<file path="config.mk">
export PLATFORM = sky130hd
export DESIGN_NAME = instr_prefetch
export DESIGN_NICKNAME = d
export VERILOG_FILES = /design/src/rtl/kysmet_pkg.sv /design/src/rtl/prefetch_fifo.sv /design/src/rtl/instr_prefetch.sv
export SDC_FILE = /design/constraint.sdc
export NUM_CORES = 1
export LEC_CHECK = 0
export ABC_AREA = 0
export CORE_MARGIN = 2
export CORE_UTILIZATION = 55
export DETAILED_ROUTE_END_ITERATION = 8
export PLACE_DENSITY = 0.74
export SYNTH_ARGS = -nofsm -noshare
export SYNTH_HDL_FRONTEND = slang
export SYNTH_SLANG_ARGS = --single-unit
</file>
<file path="constraint.sdc">
create_clock -name clk -period 9.6 [get_ports clk]
set_input_delay 1.92 -clock clk [delete_from_list [all_inputs] [get_ports clk]]
set_output_delay 1.92 -clock clk [all_outputs]
set_load 0.005 [all_outputs]
</file>
<file path="src/rtl/kysmet_pkg.sv">
`default_nettype none
// ============================================================================
//  Module      : kysmet_pkg
//  Description : Shared definitions for the KySMet processor front end:
//                datapath widths, prefetch FSM state encoding and the
//                opcode values the processor decodes as fetch redirects.
//  Revision    : 1.0 - initial release
// ============================================================================
package kysmet_pkg;

    localparam int c_WORD_W = 16;
    localparam int c_ADDR_W = 16;

    // Prefetch FSM state encoding
    localparam logic [1:0] c_PF_IDLE   = 2'd0;
    localparam logic [1:0] c_PF_RUN    = 2'd1;
    localparam logic [1:0] c_PF_HALTED = 2'd2;

    // Major opcodes (instruction bits [15:12])
    localparam logic [3:0] c_OP_LI    = 4'h1;
    localparam logic [3:0] c_OP_JUMP  = 4'h8;
    localparam logic [3:0] c_OP_JUMPF = 4'h9;
    localparam logic [3:0] c_OP_CALL  = 4'hA;
    localparam logic [3:0] c_OP_RET   = 4'hB;
    localparam logic [3:0] c_OP_TRAP  = 4'hF;

    // True for opcodes that can change the fetch stream (jumpf only when taken)
    function automatic logic is_flow_op(input logic [3:0] op);
        return (op == c_OP_JUMP) || (op == c_OP_JUMPF) || (op == c_OP_CALL) ||
               (op == c_OP_RET)  || (op == c_OP_TRAP);
    endfunction

endpackage
`default_nettype wire

</file>
<file path="src/rtl/prefetch_fifo.sv">
`default_nettype none
// ============================================================================
//  Module      : prefetch_fifo
//  Description : DEPTH-entry synchronous FIFO of {word, pc} pairs with a
//                flush that overrides push and pop, simultaneous push/pop
//                (legal when full) and an occupancy count output.
//  Ports       : clk, reset (async, active-high)
//                flush            - empty the queue this cycle
//                push/push_word/push_pc - write an entry
//                pop              - remove the head entry
//                head_word/head_pc - head entry registers
//                count            - number of valid entries (0..DEPTH)
//  Revision    : 1.0 - initial release
// ============================================================================
module prefetch_fifo #(
    parameter int DEPTH = 4,
    parameter int WW    = 16,
    parameter int AW    = 16,
    parameter int CW    = $clog2(DEPTH + 1)
) (
    input  logic          clk,
    input  logic          reset,
    input  logic          flush,
    input  logic          push,
    input  logic [WW-1:0] push_word,
    input  logic [AW-1:0] push_pc,
    input  logic          pop,
    output logic [WW-1:0] head_word,
    output logic [AW-1:0] head_pc,
    output logic [CW-1:0] count
);

    localparam int            c_PW   = $clog2(DEPTH);
    localparam logic [CW-1:0] c_FULL = CW'(DEPTH);

    logic [WW-1:0]   r_word [DEPTH];
    logic [AW-1:0]   r_pc   [DEPTH];
    logic [c_PW-1:0] r_wr_ptr;
    logic [c_PW-1:0] r_rd_ptr;
    logic [CW-1:0]   r_count;

    logic w_do_pop;
    logic w_do_push;

    // Pop only a real entry; push at full only when the head leaves together
    assign w_do_pop  = pop && (r_count != '0);
    assign w_do_push = push && ((r_count != c_FULL) || w_do_pop);

    assign head_word = r_word[r_rd_ptr];
    assign head_pc   = r_pc[r_rd_ptr];
    assign count     = r_count;

    always_ff @(posedge clk or posedge reset) begin
        if (reset) begin
            for (int i = 0; i < DEPTH; i++) begin
                r_word[i] <= '0;
                r_pc[i]   <= '0;
            end
            r_wr_ptr <= '0;
            r_rd_ptr <= '0;
            r_count  <= '0;
        end else if (flush) begin
            r_wr_ptr <= '0;
            r_rd_ptr <= '0;
            r_count  <= '0;
        end else begin
            if (w_do_push) begin
                r_word[r_wr_ptr] <= push_word;
                r_pc[r_wr_ptr]   <= push_pc;
                r_wr_ptr         <= r_wr_ptr + c_PW'(1);
            end
            if (w_do_pop) begin
                r_rd_ptr <= r_rd_ptr + c_PW'(1);
            end
            case ({w_do_push, w_do_pop})
                2'b10:   r_count <= r_count + CW'(1);
                2'b01:   r_count <= r_count - CW'(1);
                default: r_count <= r_count;
            endcase
        end
    end

endmodule
`default_nettype wire

</file>
<file path="src/rtl/instr_prefetch.sv">
`default_nettype none
// ============================================================================
//  Module      : instr_prefetch
//  Description : Instruction prefetch queue in front of the KySMet
//                decode/execute FSM. Fetches sequential 16-bit words from
//                memory (one-cycle read latency) into a small FIFO and hands
//                them out with their address over a valid/ready handshake.
//                A redirect flushes the queue and restarts fetch.
//  Ports       : clk, reset (async, active-high), halt
//                mem_req/mem_addr/mem_rdata  - memory read port
//                redirect/redirect_pc        - flush and restart fetch
//                ir_valid/ir_ready/ir_word/ir_pc - processor handshake
//                stat_fetch/stat_flush       - only with INSTR_PREFETCH_STATS_EN
//  Config      : INSTR_PREFETCH_STATS_EN adds wrapping 16-bit counters of
//                pushed words and of redirects.
//  Revision    : 1.0 - initial release
// ============================================================================
module instr_prefetch
    import kysmet_pkg::*;
#(
    parameter int DEPTH = 4,
    parameter int AW    = c_ADDR_W
) (
    input  logic                clk,
    input  logic                reset,
    input  logic                halt,
    output logic                mem_req,
    output logic [AW-1:0]       mem_addr,
    input  logic [c_WORD_W-1:0] mem_rdata,
    input  logic                redirect,
    input  logic [AW-1:0]       redirect_pc,
    output logic                ir_valid,
    input  logic                ir_ready,
    output logic [c_WORD_W-1:0] ir_word,
    output logic [AW-1:0]       ir_pc
`ifdef INSTR_PREFETCH_STATS_EN
    ,
    output logic [15:0]         stat_fetch,
    output logic [15:0]         stat_flush
`endif
);

    localparam int          c_CW    = $clog2(DEPTH + 1);
    localparam logic [c_CW:0] c_LIMIT = (c_CW + 1)'(DEPTH);

    logic [1:0]      r_state;
    logic [AW-1:0]   r_fetch_pc;
    logic            r_inflight;
    logic [AW-1:0]   r_inflight_pc;
    logic            r_stale;

    logic [c_CW-1:0] w_count;
    logic [c_CW:0]   w_occupancy;
    logic            w_flush;
    logic            w_push;
    logic            w_pop;

    // Queued entries plus the one word still on its way back from memory
    assign w_occupancy = {1'b0, w_count} + {{c_CW{1'b0}}, r_inflight};

    // Redirects are ignored until the FSM has left IDLE
    assign w_flush = redirect && (r_state != c_PF_IDLE);

    assign mem_req  = (r_state == c_PF_RUN) && !redirect && (w_occupancy < c_LIMIT);
    assign mem_addr = r_fetch_pc;

    // r_stale is set for the cycle after a flush; no request issues in a
    // redirect cycle, so it only guards a return that should never exist.
    assign w_push   = r_inflight && !r_stale && !redirect;
    assign ir_valid = (r_state != c_PF_HALTED) && (w_count != '0);
    assign w_pop    = ir_valid && ir_ready && !redirect;

    always_ff @(posedge clk or posedge reset) begin
        if (reset) begin
            r_state       <= c_PF_IDLE;
            r_fetch_pc    <= '0;
            r_inflight    <= 1'b0;
            r_inflight_pc <= '0;
            r_stale       <= 1'b0;
        end else begin
            // Memory answers exactly one cycle after each request
            r_inflight <= mem_req;
            r_stale    <= w_flush;

            if (w_flush) begin
                r_fetch_pc <= redirect_pc;
            end else if (mem_req) begin
                r_fetch_pc    <= r_fetch_pc + AW'(1);
                r_inflight_pc <= r_fetch_pc;
            end

            case (r_state)
                c_PF_IDLE:   r_state <= c_PF_RUN;
                c_PF_RUN:    if (!w_flush && halt) r_state <= c_PF_HALTED;
                c_PF_HALTED: if (w_flush) r_state <= c_PF_RUN;
                default:     r_state <= c_PF_IDLE;
            endcase
        end
    end

    prefetch_fifo #(
        .DEPTH (DEPTH),
        .WW    (c_WORD_W),
        .AW    (AW),
        .CW    (c_CW)
    ) u_fifo (
        .clk       (clk),
        .reset     (reset),
        .flush     (w_flush),
        .push      (w_push),
        .push_word (mem_rdata),
        .push_pc   (r_inflight_pc),
        .pop       (w_pop),
        .head_word (ir_word),
        .head_pc   (ir_pc),
        .count     (w_count)
    );

`ifdef INSTR_PREFETCH_STATS_EN
    logic [15:0] r_stat_fetch;
    logic [15:0] r_stat_flush;

    always_ff @(posedge clk or posedge reset) begin
        if (reset) begin
            r_stat_fetch <= '0;
            r_stat_flush <= '0;
        end else begin
            if (w_push && !w_flush) r_stat_fetch <= r_stat_fetch + 16'd1;
            if (w_flush)            r_stat_flush <= r_stat_flush + 16'd1;
        end
    end

    assign stat_fetch = r_stat_fetch;
    assign stat_flush = r_stat_flush;
`endif

endmodule
`default_nettype wire
</file>
## Word level (Yosys, flattened, before mapping)

Cells that the tools add are included.
Widths: inputs -> output; s select.

| operators by class | value |
|---|---|
| $lt $le $gt $ge | 4 |
| multiplexer cells | 21 |
| multipliers | 0 |
| div/mod/pow operators | 0 |
| bitwise logic cells | 3 |
| shift-type cells | 0 |
| reductions and logical operators | 26 |
| equal/unequal tests | 8 |
| add/sub/neg operators | 6 |

Operators with widths:

| cell | number |
|---|---|
| $bwmux 64 | 2 |
| $mux 16 | 7 |
| $bmux 16 s2 | 2 |
| $demux 16 s2 | 1 |
| $add 16x1->16 const B | 1 |
| $logic_and 1x1->1 | 12 |
| $mux 2 | 6 |
| $reduce_bool 2->1 | 4 |
| $ge 3x3->1 const B | 2 |
| $not 2->3 | 2 |
| $pmux 2 s3 | 1 |
| $pmux 3 s2 | 1 |
| $reduce_and 2->1 | 3 |
| $reduce_bool 3->1 | 2 |
| $add 2x1->2 const B | 2 |
| $add 3x1->4 | 1 |
| $eq 2x1->1 const B | 2 |
| $eq 2x2->1 const B | 2 |
| $lt 4x3->1 const B | 1 |
| $ne 2x2->1 const B | 2 |
| $add 3x1->3 const B | 1 |
| $logic_not 1->1 | 3 |
| $lt 3x1->1 const B | 1 |
| $mux 3 | 1 |
| 6 further kinds | 6 |

| word-level totals | value |
|---|---|
| word-level logic and storage cells | 84 |
| bits in latches | 0 |
| memory bits (writable) | 0 |
| ROM bits | 0 |
| output and inout port bits | 50 |
| register bits | 171 |
| memories kept | 0 |

## Depth between registers and ports, before layout

Gate-level depths: netlist of the first run.

| depth | value |
|---|---|
| depth in word-level cells | 10 |
| depth in mapped cells | 8 |

## Hierarchy

From an unflattened synthesis of the first run, not the netlist that was laid out.

| unflattened totals | value |
|---|---|
| cells, all modules | 564 |
| area, all modules | 8,485.6 um^2 |

Modules (own cells, without submodules):

| module | cells each | area each (um^2) | instances |
|---|---|---|---|
| prefetch_fifo | 373 | 6,720.2 | 1 |
| instr_prefetch | 191 | 1,765.4 | 1 |

## Worst setup path before layout of the first run

No wires, ideal clock.

| timing | value |
|---|---|
| path kind | in2out |
| from | input port redirect |
| to | output port mem_req |
| stages | 4 |
| path buffers | 1 |
| data arrival time | 3,008 ps |
| data required time | 7,680 ps |
| path slack | 4,672 ps |
| path through | nor4b_1 -> nand2_1 -> clkbuf_1 -> inv_1 |

| between the ends | value |
|---|---|
| cells in the longest elaborated chain, start to end | 3 |

RTL lines:

| what | line | source |
|---|---|---|
| from (decl) | instr_prefetch.sv:30 | `input logic redirect,` |
| $logic_not 1->1 | instr_prefetch.sv:64 | `assign mem_req = (r_state == c_PF_RUN) && !redirect && (w_occupancy < c_LIMIT);` |
| $logic_and 1x1->1 (2 in a row) | instr_prefetch.sv:64 |  |
| to (decl) | instr_prefetch.sv:27 | `output logic mem_req,` |

No other way between the ends.

## Worst setup path after layout of the first run

Same ends and word-level chain as after synthesis.

==> reports/results.tsv, run 1 <==
stage	metric	value	unit
outcome	outcome	complete, no violations	
sta	slew_headroom	28.2	%
sta	finalSetupViolCount	0	
worst_setup_path	timing.rr.start	r_state[1]	
pwr	clkPwrFrac	27.1	%
floorplan	die-height	121	um
detailed_routing	ant_nets	0	
grt	grt_pass1_vias	4675	
floorplan	die_w	121	um
worst_setup_path	startpoint	redirect	
clock_tree	holdBufCountCts	0	
worst_setup_path	critical_path_arrival	4.71	ns
yosys	syn_inst	512	
clock_tree	post-cts-setup-buffer-count	0	
clock_tree	cts_resized	0	
detailed_routing	drt_iter0_markers	271	
sta	tns	0	ns
yosys	syn_area	0.00755	mm2
place	dp_hpwl	9.12	mm
final_layout	multi_input_area	0.00315	mm2
sta	rsz0062_at_grt	no	
yosys	yosys_warnings	0	
yosys	ys_ff_latch	171	
sta	final-max-slew-violation-count	0	
final_layout	drive_above_1_share	35.6	%
clock_tree	root_buffer	clkbuf_16	
sta	finalHoldViolCount	0	
pwr	powerDensity	281	mW/mm2
worst_setup_path	start_kind	input pin	
pwr	leakagePower	4.08	nW
clock_tree	clock-sinks	171	
worst_setup_path	max_stage_delay	0.76	ns
worst_setup_path	crit_family	simple AND/OR/NAND/NOR gates	
place	gp_congestion	0.847	
worst_setup_path	crit_top_cell	clkdlybuf4s50_1	
job	maxCapViolCount	0	
detailed_routing	drt-wirelength-per-cell	19.0	um
floorplan	row_count	42	
hold_path	hp-start	u_fifo.r_rd_ptr[0]	
sta	hold_ws	0.489	ns
pwr	seqPwrFrac	42.9	%
detailed_routing	vias	4469	
floorplan	initial_utilization	56.5	%
final_layout	seqCellArea	0.00428	mm2
detailed_routing	dr.pass1.iters	4	
yosys	postSynthAreaPerCell	14.7	um2
detailed_routing	totalWireLength	14.8	mm
worst_setup_path	crit_fanout	22	
worst_setup_path	criticalPathCategory	input pin to output pin	
floorplan	core	0.0133	mm2
grt	grt-ovfl-total	0	
place	portBuffers	86	
grt	grt_start_max_net_pins	90	
clock_tree	clockBufferDepth	2	
final_layout	layout_commonest_cell	dfrtp_1	
clock_tree	cts_made_buffers	17	
worst_setup_path	critPathSlowestCell	nand2_1	
final_layout	final_cell_mix	dfrtp_1 (169), mux2_2 (141), clkdlybuf4s50_1 (86), mux4_2 (32), nand2_1 (22)	
hold_path	hold_class	flip-flop to flip-flop	
worst_setup_path	critical_path_required	7.68	ns
clock_tree	htree_levels	4	
worst_setup_path	regToRegSetupSlack	6.86	ns
final_layout	area_growth	21.5	%
worst_setup_path	path_buf_inv	3	
place	dp.cells	750	
floorplan	die_area	0.0147	mm2
final_layout	fin_cells	780	
final_layout	fillCellCount	948	
detailed_routing	drc	0	
pwr	p_switching	0.000670	W
sta	fin_crit	6.63	ns
sta	fmax	0.151	GHz
detailed_routing	vias_per_cell	5.73	
sta	fin_skew	0.00565	ns
final_layout	final_net_count	637	
yosys	synth_nets	556	
yosys	ys_types	38	
floorplan	ios	87	
clock_tree	clk_pin_slew	0.06	ns
pwr	p_int	0.00190	W
grt	antenna_found_initial	0	
yosys	synth-seq-area-share	56.7	%
grt	grtUsageTotal	21.9	%
grt	grt_pass1_wl	24.4	mm
sta	period_share	69.0	%
clock_tree	cts_tree	done	
worst_setup_path	crit_chain	clkdlybuf4s50_1 > nor4b_1 > nand2_1 > inv_1 > clkdlybuf4s50_1	
worst_setup_path	setup.worst_path.end_class	output pin	
pwr	p_sw_share	26.0	%
clock_tree	clock_latency	0.42	ns
final_layout	diodes	0	
sta	max_slew.worst_pin.slew	1.08	ns
pwr	vdd_drop_max	0.000167	V
pwr	p_comb_share	30.0	%
[metal layers]
metal	global-route usage (%)	vias to the layer above	routed length (um)
li1	-	2052	-
met1	31.3	2297	6800
met2	33.5	106	7110
met3	5.36	14	757
met4	7.04	0	179
met5	0	-	0
[registers in the layout, indices dropped and copies added (netlist names)]
signal,cells
mem_addr,16
r_inflight,1
r_inflight_pc,16
r_stale,1
r_state,2
u_fifo.count,3
u_fifo.r_pc,64
u_fifo.r_rd_ptr,2
u_fifo.r_word,64
u_fifo.r_wr_ptr,2
[cell usage after synthesis]
master	instances	area, um2
a21oi_1	3	15.0
a31oi_1	7	43.8
and2_1	1	6.26
and3_1	1	6.26
and4_1	1	8.76
buf_1	5	18.8
buf_6	1	11.3
clkbuf_1	21	78.8
dfrtp_1	171	4280
fa_1	1	20.0
ha_1	6	75.1
inv_1	9	33.8
mux2_2	141	1590
mux2i_1	6	60.1
mux4_2	32	721
nand2_1	22	82.6
nand3_1	11	55.1
nand4_1	5	31.3
nor2_1	18	67.6
nor2b_1	1	6.26
nor3_1	1	5.00
nor3b_1	1	7.51
nor4_1	2	12.5
nor4b_1	1	8.76
o211ai_1	3	22.5
o21a_1	1	7.51
o21ai_0	14	70.1
o21ai_1	1	5.00
o221a_2	1	11.3
o31ai_1	2	15.0
or2_2	1	6.26
or2b_1	1	7.51
or3_1	7	43.8
or4_1	4	30.0
or4_4	1	11.3
or4b_4	1	13.8
xnor2_1	2	17.5
xor2_1	5	43.8
[stage by stage]
step	instance area, um2	util (%)	setup WS [ns]	power, W
2_1_floorplan	7550	-	3.05	0.00153
3_3_place_gp	8570	64.2	3.03	0.00186
3_5_place_dp	8570	64.2	2.96	0.00190
4_1_cts	9170	68.7	2.93	0.00260
5_1_grt	9170	68.7	2.73	0.00272
6_report	9170	68.7	2.97	0.00257
[cells by family after synthesis]
| group | after synthesis | synth area share (%) |
|---|---|---|
| adder cells (fa/ha/maj) | 7 | 1.26 |
| flip-flops | 171 | 56.7 |
| buffers and inverters | 36 | 1.89 |
| multiplexers | 179 | 31.4 |
| XOR/XNOR | 7 | 0.812 |
| AO/OA/AOI/OAI | 32 | 2.52 |
| AND/OR/NAND/NOR | 80 | 5.44 |
[power groups by stage]
stage | Combinational, W | Sequential (W) | Clock, W
global route | 0.000841 | 0.00114 | 0.000743
floorplan | 0.000476 | 0.00105 | 0
global placement | 0.000764 | 0.00110 | 0
finish | 0.000773 | 0.00111 | 0.000696
detailed placement | 0.000783 | 0.00112 | 0
CTS | 0.000789 | 0.00111 | 0.000709
[path summary, 6_finish.rpt]
kind,end,cells past startpoint
worst max-delay path,mem_req,5
worst min-delay path,u_fifo.r_rd_ptr[0],1
worst max register to register,u_fifo.r_word[42],4
worst min register to register,u_fifo.r_rd_ptr[0],1
max in group asynchronous,u_fifo.r_pc[60],3
min in group asynchronous,u_fifo.r_word[34],2
[area by class of cell]
class | instances | share of cell area [%]
Multi-Input combinational cell | 305 | 34.3
Tap cell | 176 | 2.40
Timing Repair Buffer | 89 | 9.63
Inverter | 9 | 0.423
Clock inverter | 7 | 1.24
Clock buffer | 23 | 5.32
Sequential cell | 171 | 46.7
Note: power is estimated with default switching activity, not from simulation.
==> inputs of run 2 (changes only) <==
- clock period: 9.6 -> 6.7 ns (I/O delays scaled with it)
==> run 2 against run 1 <==
  * Final area increased by 1.1%
  * Cell count up 0.38%
  * Register-to-register slack worse by 3.0 ns
  * Critical path depth unchanged
  * Die area unchanged
  * Non-clock buffer count increased by 1
  * Utilization grew 0.74 points
  * Global-route usage increased by 0.81 points
  * Critical path type unchanged
  * Critical endpoint unchanged
  * Largest cell class unchanged
==> reports/results.tsv, run 2 (same netlist as run 1, synthesis figures left out) <==
stage	metric	value	unit	change
detailed_routing	dr.pass1.iters	4		unchanged
sta	period_share	71.7	%	
sta	final-max-slew-violation-count	0		unchanged
place	place_ws	1.92	ns	-1.04 ns
final_layout	drive_above_1_share	36.2	%	+0.65 points
place	dpl-instance-area	0.00858	mm2	about the same
worst_setup_path	critical_path_required	5.36	ns	-2.32 ns
clock_tree	clk_pin_slew	0.06	ns	about the same
grt	grt_start_max_net_pins	116		+29%
sta	fmax	0.208	GHz	
clock_tree	htree_levels	4		unchanged
sta	finalSetupViolCount	0		unchanged
pwr	leakagePower	4.13	nW	+1.2%
final_layout	area_growth	22.8	%	
final_layout	diodes	0		unchanged
clock_tree	cts_tree	done		
worst_setup_path	critPathSlowestCell	nor4b_1		
clock_tree	clockBufferDepth	2		unchanged
sta	fin_crit	4.81	ns	
final_layout	fin_util	69.5	%	+0.74 points
place	dp_hpwl	9.56	mm	+4.8%
pwr	powerDensity	414	mW/mm2	+48%
worst_setup_path	reg2reg_depth	4		unchanged
sta	fin_skew	0.0101	ns	+0.00441 ns
sta	tns	0	ns	unchanged
job	maxCapViolCount	0		unchanged
worst_setup_path	criticalPathCategory	input pin to output pin		
final_layout	final_net_count	638		+0.16%
detailed_routing	drt_iter0_markers	292		+7.7%
clock_tree	post-cts-setup-buffer-count	0		unchanged
floorplan	die-height	121	um	unchanged
worst_setup_path	path_buf_inv	3		unchanged
detailed_routing	drt-wirelength-per-cell	19.9	um	+4.4%
detailed_routing	totalWireLength	15.6	mm	+4.8%
worst_setup_path	crit_family	buffers and inverters		
final_layout	final_cell_mix	dfrtp_1 (169), mux2_2 (141), clkdlybuf4s50_1 (86), mux4_2 (32), nand2_1 (22)		
grt	grt_pass1_vias	4816		+3.0%
clock_tree	holdBufCountCts	0		unchanged
floorplan	ios	87		unchanged
sta	finalHoldViolCount	0		unchanged
detailed_routing	drc	0		unchanged
detailed_routing	ant_nets	0		unchanged
final_layout	reg_top3	u_fifo.r_pc x64, u_fifo.r_word x64		
hold_path	worst_hold_path.num_cells	1		unchanged
grt	grtUsageTotal	22.7	%	+0.81 points
pwr	p_total	0.00384	W	+49%
detailed_routing	wl_met2	7.68	mm	+8.1%
detailed_routing	vias	4613		+3.2%
place	portBuffers	86		unchanged
worst_setup_path	setup.worst_path.end_class	output pin		
pwr	vdd_drop_max	0.000203	V	+21%
worst_setup_path	crit_top_cell	clkdlybuf4s50_1		
worst_setup_path	crit_fanout	8		-64%
grt	antenna_found_initial	0		unchanged
floorplan	die_area	0.0147	mm2	unchanged
detailed_routing	maxUsedRoutingLayer	met4		
floorplan	row_count	42		unchanged
floorplan	core	0.0133	mm2	unchanged
sta	slew_headroom	27.1	%	-1.1 points
worst_setup_path	critical_path_arrival	3.47	ns	-1.24 ns
sta	fin_ws	1.89	ns	-1.08 ns
clock_tree	cts_resized	0		unchanged
outcome	outcome	complete, no violations		
worst_setup_path	worst-path-stages	5		unchanged
sta	rsz0062_at_grt	no		
floorplan	initial_utilization	56.5	%	unchanged
detailed_routing	route.met3.wl	719	um	-5.0%
clock_tree	root_buffer	clkbuf_16		
worst_setup_path	crit_chain	clkdlybuf4s50_1 > nor4b_1 > nand2_1 > inv_1 > clkdlybuf4s50_1		
detailed_routing	vias_per_cell	5.89		+2.8%
detailed_routing	drt-met1-wl	6.90	mm	+1.5%
sta	max_slew.worst_pin.slew	1.09	ns	+0.0158 ns
grt	grt_pass1_wl	25.1	mm	+2.9%
clock_tree	cts_made_buffers	17		unchanged
final_layout	fin_area	0.00927	mm2	+1.1%
clock_tree	clock-sinks	171		unchanged
final_layout	layout_commonest_cell	dfrtp_1		
clock_tree	clock_latency	0.42	ns	about the same
floorplan	die_w	121	um	unchanged
grt	grt-ovfl-total	0		unchanged
worst_setup_path	max_stage_delay	0.80	ns	+0.04 ns
place	gp_congestion	0.885		+4.4%
worst_setup_path	start_kind	input pin		
hold_path	hold_class	flip-flop to flip-flop		
[run 2: cell types whose count changed in the layout (fill, tap and decap cells not counted)]
cell       change
bufinv_16      +3
clkbuf_1       -2
buf_4          +1
clkinv_4       +1
[run 2: per-stage QoR]
stage	cells	hold WS, ns
after floorplan	512	0.474
after global placement	751	0.481
after detailed placement	751	0.489
after CTS	783	0.502
after global routing	783	0.513
final	783	0.498
[run 2: final cells by class]
cell class | count | area, um2
fillers | 930 | 4080
clock inverters | 11 | 213
well taps | 176 | 220
inverters | 9 | 38.8
multi-input cells | 305 | 3150
clock buffers | 21 | 480
repair buffers | 90 | 891
flip-flops and latches | 171 | 4280
[run 2: power breakdown]
| group | switching (W) | internal (W) | total [W] | leakage [nW] |
|---|---|---|---|---|
| Clock | 0.000395 | 0.000739 | 0.00113 | 0.343 |
| Combinational | 0.000360 | 0.000753 | 0.00111 | 1.60 |
| Sequential | 0.000239 | 0.00136 | 0.00160 | 2.19 |
| Total | 0.000993 | 0.00285 | 0.00384 | 4.13 |
[run 2: worst paths after layout]
check / slack (ns) / end / from
hold reg to reg: 0.50 / u_fifo.r_pc[16] / u_fifo.r_pc[16]
setup / recovery: 1.89 / mem_req / redirect
max in group asynchronous: 3.81 / u_fifo.r_pc[0] / reset
hold / removal: 0.50 / u_fifo.r_pc[16] / u_fifo.r_pc[16]
min in group asynchronous: 1.49 / u_fifo.r_word[55] / reset
setup reg to reg: 3.88 / u_fifo.r_word[0] / r_state[1]
[run 2: metal layers]
metal,GRT usage (%),vias up
met2,36.2,116
met5,0,-
met4,7.04,0
met3,6.39,23
met1,30.7,2421
li1,-,2053
